**src/rtl/tone_pkg.sv**
```systemverilog
// Shared types and widths for the tone sequencer.
// Holds the FSM state encoding and the note-table entry layout.
package tone_pkg;

    localparam int PERIOD_W = 26;
    localparam int DUR_W    = 16;

    typedef enum logic [1:0] {
        ST_IDLE = 2'd0,
        ST_PLAY = 2'd1,
        ST_GAP  = 2'd2
    } state_e;

    typedef struct packed {
        logic [PERIOD_W-1:0] period;
        logic [DUR_W-1:0]    dur;
    } note_t;

endpackage

```
**src/rtl/tone_sequencer_tick_div.sv**
```systemverilog
// Duration-tick prescaler: one-cycle tick every TICK_DIV clocks.
// clr restarts the count so a note always gets full-length ticks.
module tick_div #(
    parameter int TICK_DIV = 48000
) (
    input  logic clk,
    input  logic rst_n,
    input  logic clr,
    output logic tick
);

    localparam int CW = (TICK_DIV > 1) ? $clog2(TICK_DIV) : 1;
    localparam logic [CW-1:0] LAST = CW'(TICK_DIV - 1);

    logic [CW-1:0] cnt_q;
    logic [CW-1:0] cnt_d;

    always_comb begin
        cnt_d = cnt_q + CW'(1);
        if (clr || cnt_q == LAST) begin
            cnt_d = '0;
        end
    end

    always_ff @(posedge clk or negedge rst_n) begin
        if (!rst_n) begin
            cnt_q <= '0;
        end else begin
            cnt_q <= cnt_d;
        end
    end

    assign tick = (cnt_q == LAST);

endmodule

```
**src/rtl/tone_sequencer.sv**
```systemverilog
// Note-table driven tone sequencer feeding a square-wave generator.
// Plays entries 0..length-1 with optional silent gaps and looping.
module tone_sequencer
    import tone_pkg::*;
#(
    parameter int TICK_DIV  = 48000,
    parameter int GAP_TICKS = 10,
    parameter int DEPTH     = 16,
    localparam int AW = (DEPTH > 1) ? $clog2(DEPTH) : 1
) (
    input  logic                clk,
    input  logic                rst_n,
    input  logic                wr_en,
    input  logic [AW-1:0]       wr_addr,
    input  logic [PERIOD_W-1:0] wr_period,
    input  logic [DUR_W-1:0]    wr_dur,
    input  logic [AW:0]         length,
    input  logic                loop,
    input  logic                start,
    input  logic                stop,
    output logic [PERIOD_W-1:0] period,
    output logic                tone_en,
    output logic [AW-1:0]       note_idx,
    output logic                busy,
    output logic                done
);

    localparam int LW = AW + 1;
    localparam bit NO_GAP = (GAP_TICKS == 0);
    localparam logic [DUR_W-1:0] GAP_LAST =
        DUR_W'((GAP_TICKS == 0) ? 0 : GAP_TICKS - 1);

    note_t table_q [DEPTH];
    note_t table_d [DEPTH];

    state_e              state_q, state_d;
    logic [AW-1:0]       note_idx_q, note_idx_d;
    logic [DUR_W-1:0]    tcnt_q, tcnt_d;
    logic [PERIOD_W-1:0] period_q, period_d;
    logic                tone_en_q, tone_en_d;
    logic                busy_q, busy_d;
    logic                done_q, done_d;

    logic             tick;
    logic             enter;
    logic             adv;
    logic             play_end;
    logic             gap_end;
    logic             has_next;
    logic [DUR_W-1:0] cur_dur;

    tick_div #(
        .TICK_DIV(TICK_DIV)
    ) u_tick_div (
        .clk  (clk),
        .rst_n(rst_n),
        .clr  (enter),
        .tick (tick)
    );

    always_comb begin
        table_d = table_q;
        if (wr_en) begin
            table_d[wr_addr] = '{period: wr_period, dur: wr_dur};
        end
    end

    assign cur_dur  = table_q[note_idx_q].dur;
    assign play_end = (cur_dur == '0) ||
                      (tick && tcnt_q == cur_dur - DUR_W'(1));
    assign gap_end  = tick && (tcnt_q == GAP_LAST);
    assign has_next = ({1'b0, note_idx_q} + LW'(1)) < length;

    always_comb begin
        state_d    = state_q;
        note_idx_d = note_idx_q;
        tcnt_d     = tick ? tcnt_q + DUR_W'(1) : tcnt_q;
        enter      = 1'b0;
        adv        = 1'b0;
        done_d     = 1'b0;

        unique case (state_q)
            ST_IDLE: begin
                if (start && length != '0) begin
                    state_d    = ST_PLAY;
                    note_idx_d = '0;
                    enter      = 1'b1;
                end
            end
            ST_PLAY: begin
                if (play_end) begin
                    if (NO_GAP) begin
                        adv = 1'b1;
                    end else begin
                        state_d = ST_GAP;
                        enter   = 1'b1;
                    end
                end
            end
            ST_GAP: begin
                adv = gap_end;
            end
            default: begin
                state_d = ST_IDLE;
            end
        endcase

        if (adv) begin
            if (has_next) begin
                state_d    = ST_PLAY;
                note_idx_d = note_idx_q + AW'(1);
                enter      = 1'b1;
            end else if (loop) begin
                state_d    = ST_PLAY;
                note_idx_d = '0;
                enter      = 1'b1;
            end else begin
                state_d = ST_IDLE;
                done_d  = 1'b1;
            end
        end

        // Abort overrides start and any advance decided this cycle.
        if (stop) begin
            state_d    = ST_IDLE;
            note_idx_d = note_idx_q;
            enter      = 1'b0;
            done_d     = 1'b0;
        end

        if (enter || state_d == ST_IDLE) begin
            tcnt_d = '0;
        end

        // table_d forwards a same-cycle write to the playing entry.
        period_d  = (state_d == ST_PLAY) ? table_d[note_idx_d].period
                                         : period_q;
        tone_en_d = (state_d == ST_PLAY) && (period_d != '0);
        busy_d    = (state_d != ST_IDLE);
    end

    always_ff @(posedge clk or negedge rst_n) begin
        if (!rst_n) begin
            for (int i = 0; i < DEPTH; i++) begin
                table_q[i] <= '0;
            end
            state_q    <= ST_IDLE;
            note_idx_q <= '0;
            tcnt_q     <= '0;
            period_q   <= '0;
            tone_en_q  <= 1'b0;
            busy_q     <= 1'b0;
            done_q     <= 1'b0;
        end else begin
            table_q    <= table_d;
            state_q    <= state_d;
            note_idx_q <= note_idx_d;
            tcnt_q     <= tcnt_d;
            period_q   <= period_d;
            tone_en_q  <= tone_en_d;
            busy_q     <= busy_d;
            done_q     <= done_d;
        end
    end

    assign period   = period_q;
    assign tone_en  = tone_en_q;
    assign note_idx = note_idx_q;
    assign busy     = busy_q;
    assign done     = done_q;

endmodule

```
**config.mk**
```make
export PLATFORM = sky130hd
export DESIGN_NAME = tone_sequencer
export DESIGN_NICKNAME = d
export VERILOG_FILES = /design/src/rtl/tone_pkg.sv /design/src/rtl/tone_sequencer_tick_div.sv /design/src/rtl/tone_sequencer.sv
export SDC_FILE = /design/constraint.sdc
export NUM_CORES = 1
export LEC_CHECK = 0
export BUFFER_PORTS_ARGS = -buffer_cell sky130_fd_sc_hd__buf_2
export CORE_MARGIN = 3
export CORE_UTILIZATION = 65
export DETAILED_ROUTE_END_ITERATION = 7
export PLACE_DENSITY = 0.8
export SKIP_LAST_GASP = 1
export SLEW_MARGIN = 40
export SYNTH_ARGS = -nofsm -noshare
export SYNTH_HDL_FRONTEND = slang
export SYNTH_SLANG_ARGS = --single-unit
```
**constraint.sdc**
```tcl
create_clock -name clk -period 9.9 [get_ports clk]
set_input_delay 1.485 -clock clk [delete_from_list [all_inputs] [get_ports clk]]
set_output_delay 1.485 -clock clk [all_outputs]
set_load 0.02 [all_outputs]
```
==> flow_summary.yaml <==
route:
  wl_met3_mm: 6.75
  drt_wl_total_mm: 89.3
  drt_first_pass_iters: 5
  met2RoutedLength_mm: 42.2
  top_layer: "met5"
  viasPerCell: 6.57
  drc: 0
  vias: 22099
  ant_nets: 0
  avgRoutedWirePerCell_um: 26.5
  wl_met1_mm: 38.0
  drt_iter0_drc: 2084
sta:
  finalSetupViolCount: 0
  fmaxAchievable_mhz: 156
  period_share_pct: 64.8
  drv_slew: 0
  skew_ns: 0.0200
  worst_pin_slew_ns: 0.920
  finalWorstSetupSlack_ns: 3.49
  relSlewSlack_pct: 37.9
  tns_ns: 0
  min_period_ns: 6.41
  hold_viol_final: 0
  rsz0062_at_grt: "no"
clock_network:
  cts_sinks: 739
  numCtsBuffers: 76
  post-cts-setup-buffers: 0
  clk_latency_ns: 0.61
  cts_tree: "done"
  h-tree-depth: 3
  cts-resized-gates: 0
  cts.clk_slew.worst_paths_ns: 0.06
  cts_hold_buf: 0
  ctsLongestPathBuffers: 3
  clk_root_buffer_cell: "clkbuf_16"
critical_path:
  critPathLaunchType: "register"
  worstPathRequired_ns: 10.39
  critPathMaxStageDelay_ns: 0.93
  critPathKind: "register to register"
  worstPathArrival_ns: 6.91
  cp_common_cell: "ha_1"
  slowest_stage: "dfrtp_4"
  crit_fanout: 41
  crit_path_end_kind: "register"
  path_cells: "ha_1 -> nand2b_1 -> nand2_1 -> ha_1 -> a21o_1 -> a31oi_2 -> o21ai_2 -> a221o_2 -> a22oi_4 -> buf_4 -> inv_4 -> nor3_4 -> buf_6 -> a22oi_1 -> and4_4 -> and4bb_1 -> o211ai_1 -> or4_1 -> o21a_1"
logic_synthesis:
  synth_area_leaders: "dfrtp_1 (53%), mux2_2 (21%), mux2i_1 (5.2%), mux4_2 (4.7%), nor2_1 (2.0%)"
  synth-xor-area-share_pct: 1.31
  synth_cells: 2603
  synth_top_area_share_pct: 53.2
  synth_edf_count: 0
  seq_area_frac_synth_pct: 53.2
  synth.ff_latch_count: 739
  synthAdderAreaFrac_pct: 0.360
  synth_top_family_by_area: "multiplexers"
  yosysUniqueCellTypes: 87
  synth_ff_type: "dfrtp_1"
  ys_warn_count: 0
  netlist_area_um2: 34800
  synth_mux_area_share_pct: 31.2
  synthArstFlopShare_pct: 100
  syn_area_per_cell_um2: 13.4
  yosys.area_share.simple_pct: 5.71
  yosysTopAreaCell: "dfrtp_1"
  synth_compound_area_share_pct: 4.81
  syn_nets: 2670
finish:
  mostFrequentLayoutCell: "dfrtp_1"
  final_nets: 2690
  layout_common_cells: "dfrtp_1 (736), mux2_2 (646), mux2i_1 (182)"
  utilization_pct: 72.6
  multiInputGateArea_um2: 15200
  area_growth_pct: 10.1
  nFillCells: 3381
  drive_gt1_share_pct: 38.3
  seq_area_um2: 18500
floorplanning:
  fp.dieW_um: 237
  start_util_pct: 65.9
  dieArea_um2: 56300
  ios: 90
  core-area_um2: 52800
  rows: 84
  die_h_um: 237
min_path:
  min_path_type: "register to register"
placement:
  gp_congestion: 0.843
  hpwl_mm: 50.6
  post-place-ws_ns: 3.17
  portBuffers: 89
grt:
  grt_use_total_pct: 32.0
  grt_pass1_vias: 23395
  grt.overflow.total: 0
  grt_pass1_wl_mm: 138
  antenna_found_initial: 5
  grt_start_max_net_pins: 164
flow_run:
  max-cap-violations: 0
pwr:
  cellPowerDensity_nw_per_um2: 247
  clkPwrFrac_pct: 30.3
  p_switching_mw: 2.83
  combPwrFrac_pct: 27.3
  power.total_mw: 9.45
  p_int_mw: 6.62
  power_leakage_nw: 16.9
  pwr-share-seq_pct: 42.4
  ir_worst_vdd_uv: 180
  switching_share_pct: 30.0
outcome:
  run_status: "finished clean"
power groups by stage:
| stage | clock (mW) | sequential (mW) | combinational, mW |
|---|---|---|---|
| after floorplan | 0 | 4.00 | 1.86 |
| after global placement | 0 | 3.99 | 2.44 |
| after detailed placement | 0 | 4.05 | 2.53 |
| after CTS | 2.89 | 4.00 | 2.55 |
| after global routing | 3.02 | 4.07 | 2.79 |
| final | 2.86 | 4.01 | 2.58 |
metal layers:
layer,GRT usage (%),vias up
met3,6.27,173
met2,50.2,879
met5,0,-
met4,10.9,4
li1,-,9429
met1,45.6,11614
cells in the mapped netlist, drive strengths merged, types with 10 or more instances:
| master | instances |
|---|---|
| nand4 | 25 |
| a21o | 12 |
| inv | 69 |
| nand3 | 21 |
| clkbuf | 106 |
| mux2 | 647 |
| or3 | 10 |
| o21ai | 54 |
| ha | 10 |
| nor3 | 37 |
| nand2b | 15 |
| buf | 89 |
| a21oi | 23 |
| dfrtp | 739 |
| o211ai | 31 |
| mux4 | 76 |
| xnor2 | 33 |
| a22oi | 38 |
| nor2 | 185 |
| xor2 | 19 |
| nand2 | 57 |
| mux2i | 183 |
logic make-up after synthesis:
group | count (synthesis)
and+or+nand+nor | 401
adders and majority gates | 10
muxes | 906
AOI/OAI and AO/OA | 231
xor gates and xnor gates | 52
buffers and inverters | 264
DFF | 739
worst paths after layout:
kind	depth (start not counted)	slack, ns	to	start
worst max-delay path	19	3.49	tone_en$_DFF_PN0_	note_idx[0]$_DFF_PN0_
worst min-delay path	2	0.48	table_q[564]$_DFF_PN0_	table_q[564]$_DFF_PN0_
worst max register to register	19	3.49	tone_en$_DFF_PN0_	note_idx[0]$_DFF_PN0_
worst min register to register	2	0.48	table_q[564]$_DFF_PN0_	table_q[564]$_DFF_PN0_
max in group asynchronous	4	7.15	table_q[651]$_DFF_PN0_	rst_n
min in group asynchronous	1	0.74	u_tick_div.cnt_q[5]$_DFF_PN0_	rst_n
critical path: cells and delay by family, from the launching register on:
family | cells | cell delay (ns)
flip-flops | 1 | 0.93
adder cells (fa/ha/maj) | 2 | 0.62
AO/OA/AOI/OAI | 8 | 1.66
AND/OR/NAND/NOR | 6 | 1.79
buffers and inverters | 3 | 1.21
layout make-up:
| type | instances | share of cell area (%) |
|---|---|---|
| Sequential cell | 739 | 48.3 |
| Multi-Input combinational cell | 1600 | 39.7 |
| Clock buffer | 112 | 5.77 |
| Timing Repair Buffer | 137 | 2.57 |
| Tap cell | 688 | 2.25 |
| Inverter | 69 | 0.702 |
| Clock inverter | 19 | 0.676 |
| Antenna cell | 2 | 0.0131 |
stage by stage:
step	area [µm²]	instances	hold WS, ns
2_1_floorplan	34800	2603	0.444
4_1_cts	38200	3359	0.479
5_1_grt	38300	3366	0.494
6_report	38300	3366	0.481
3_3_place_gp	35600	3224	0.457
3_5_place_dp	35700	3228	0.463
(Power assumes the default switching activity.)
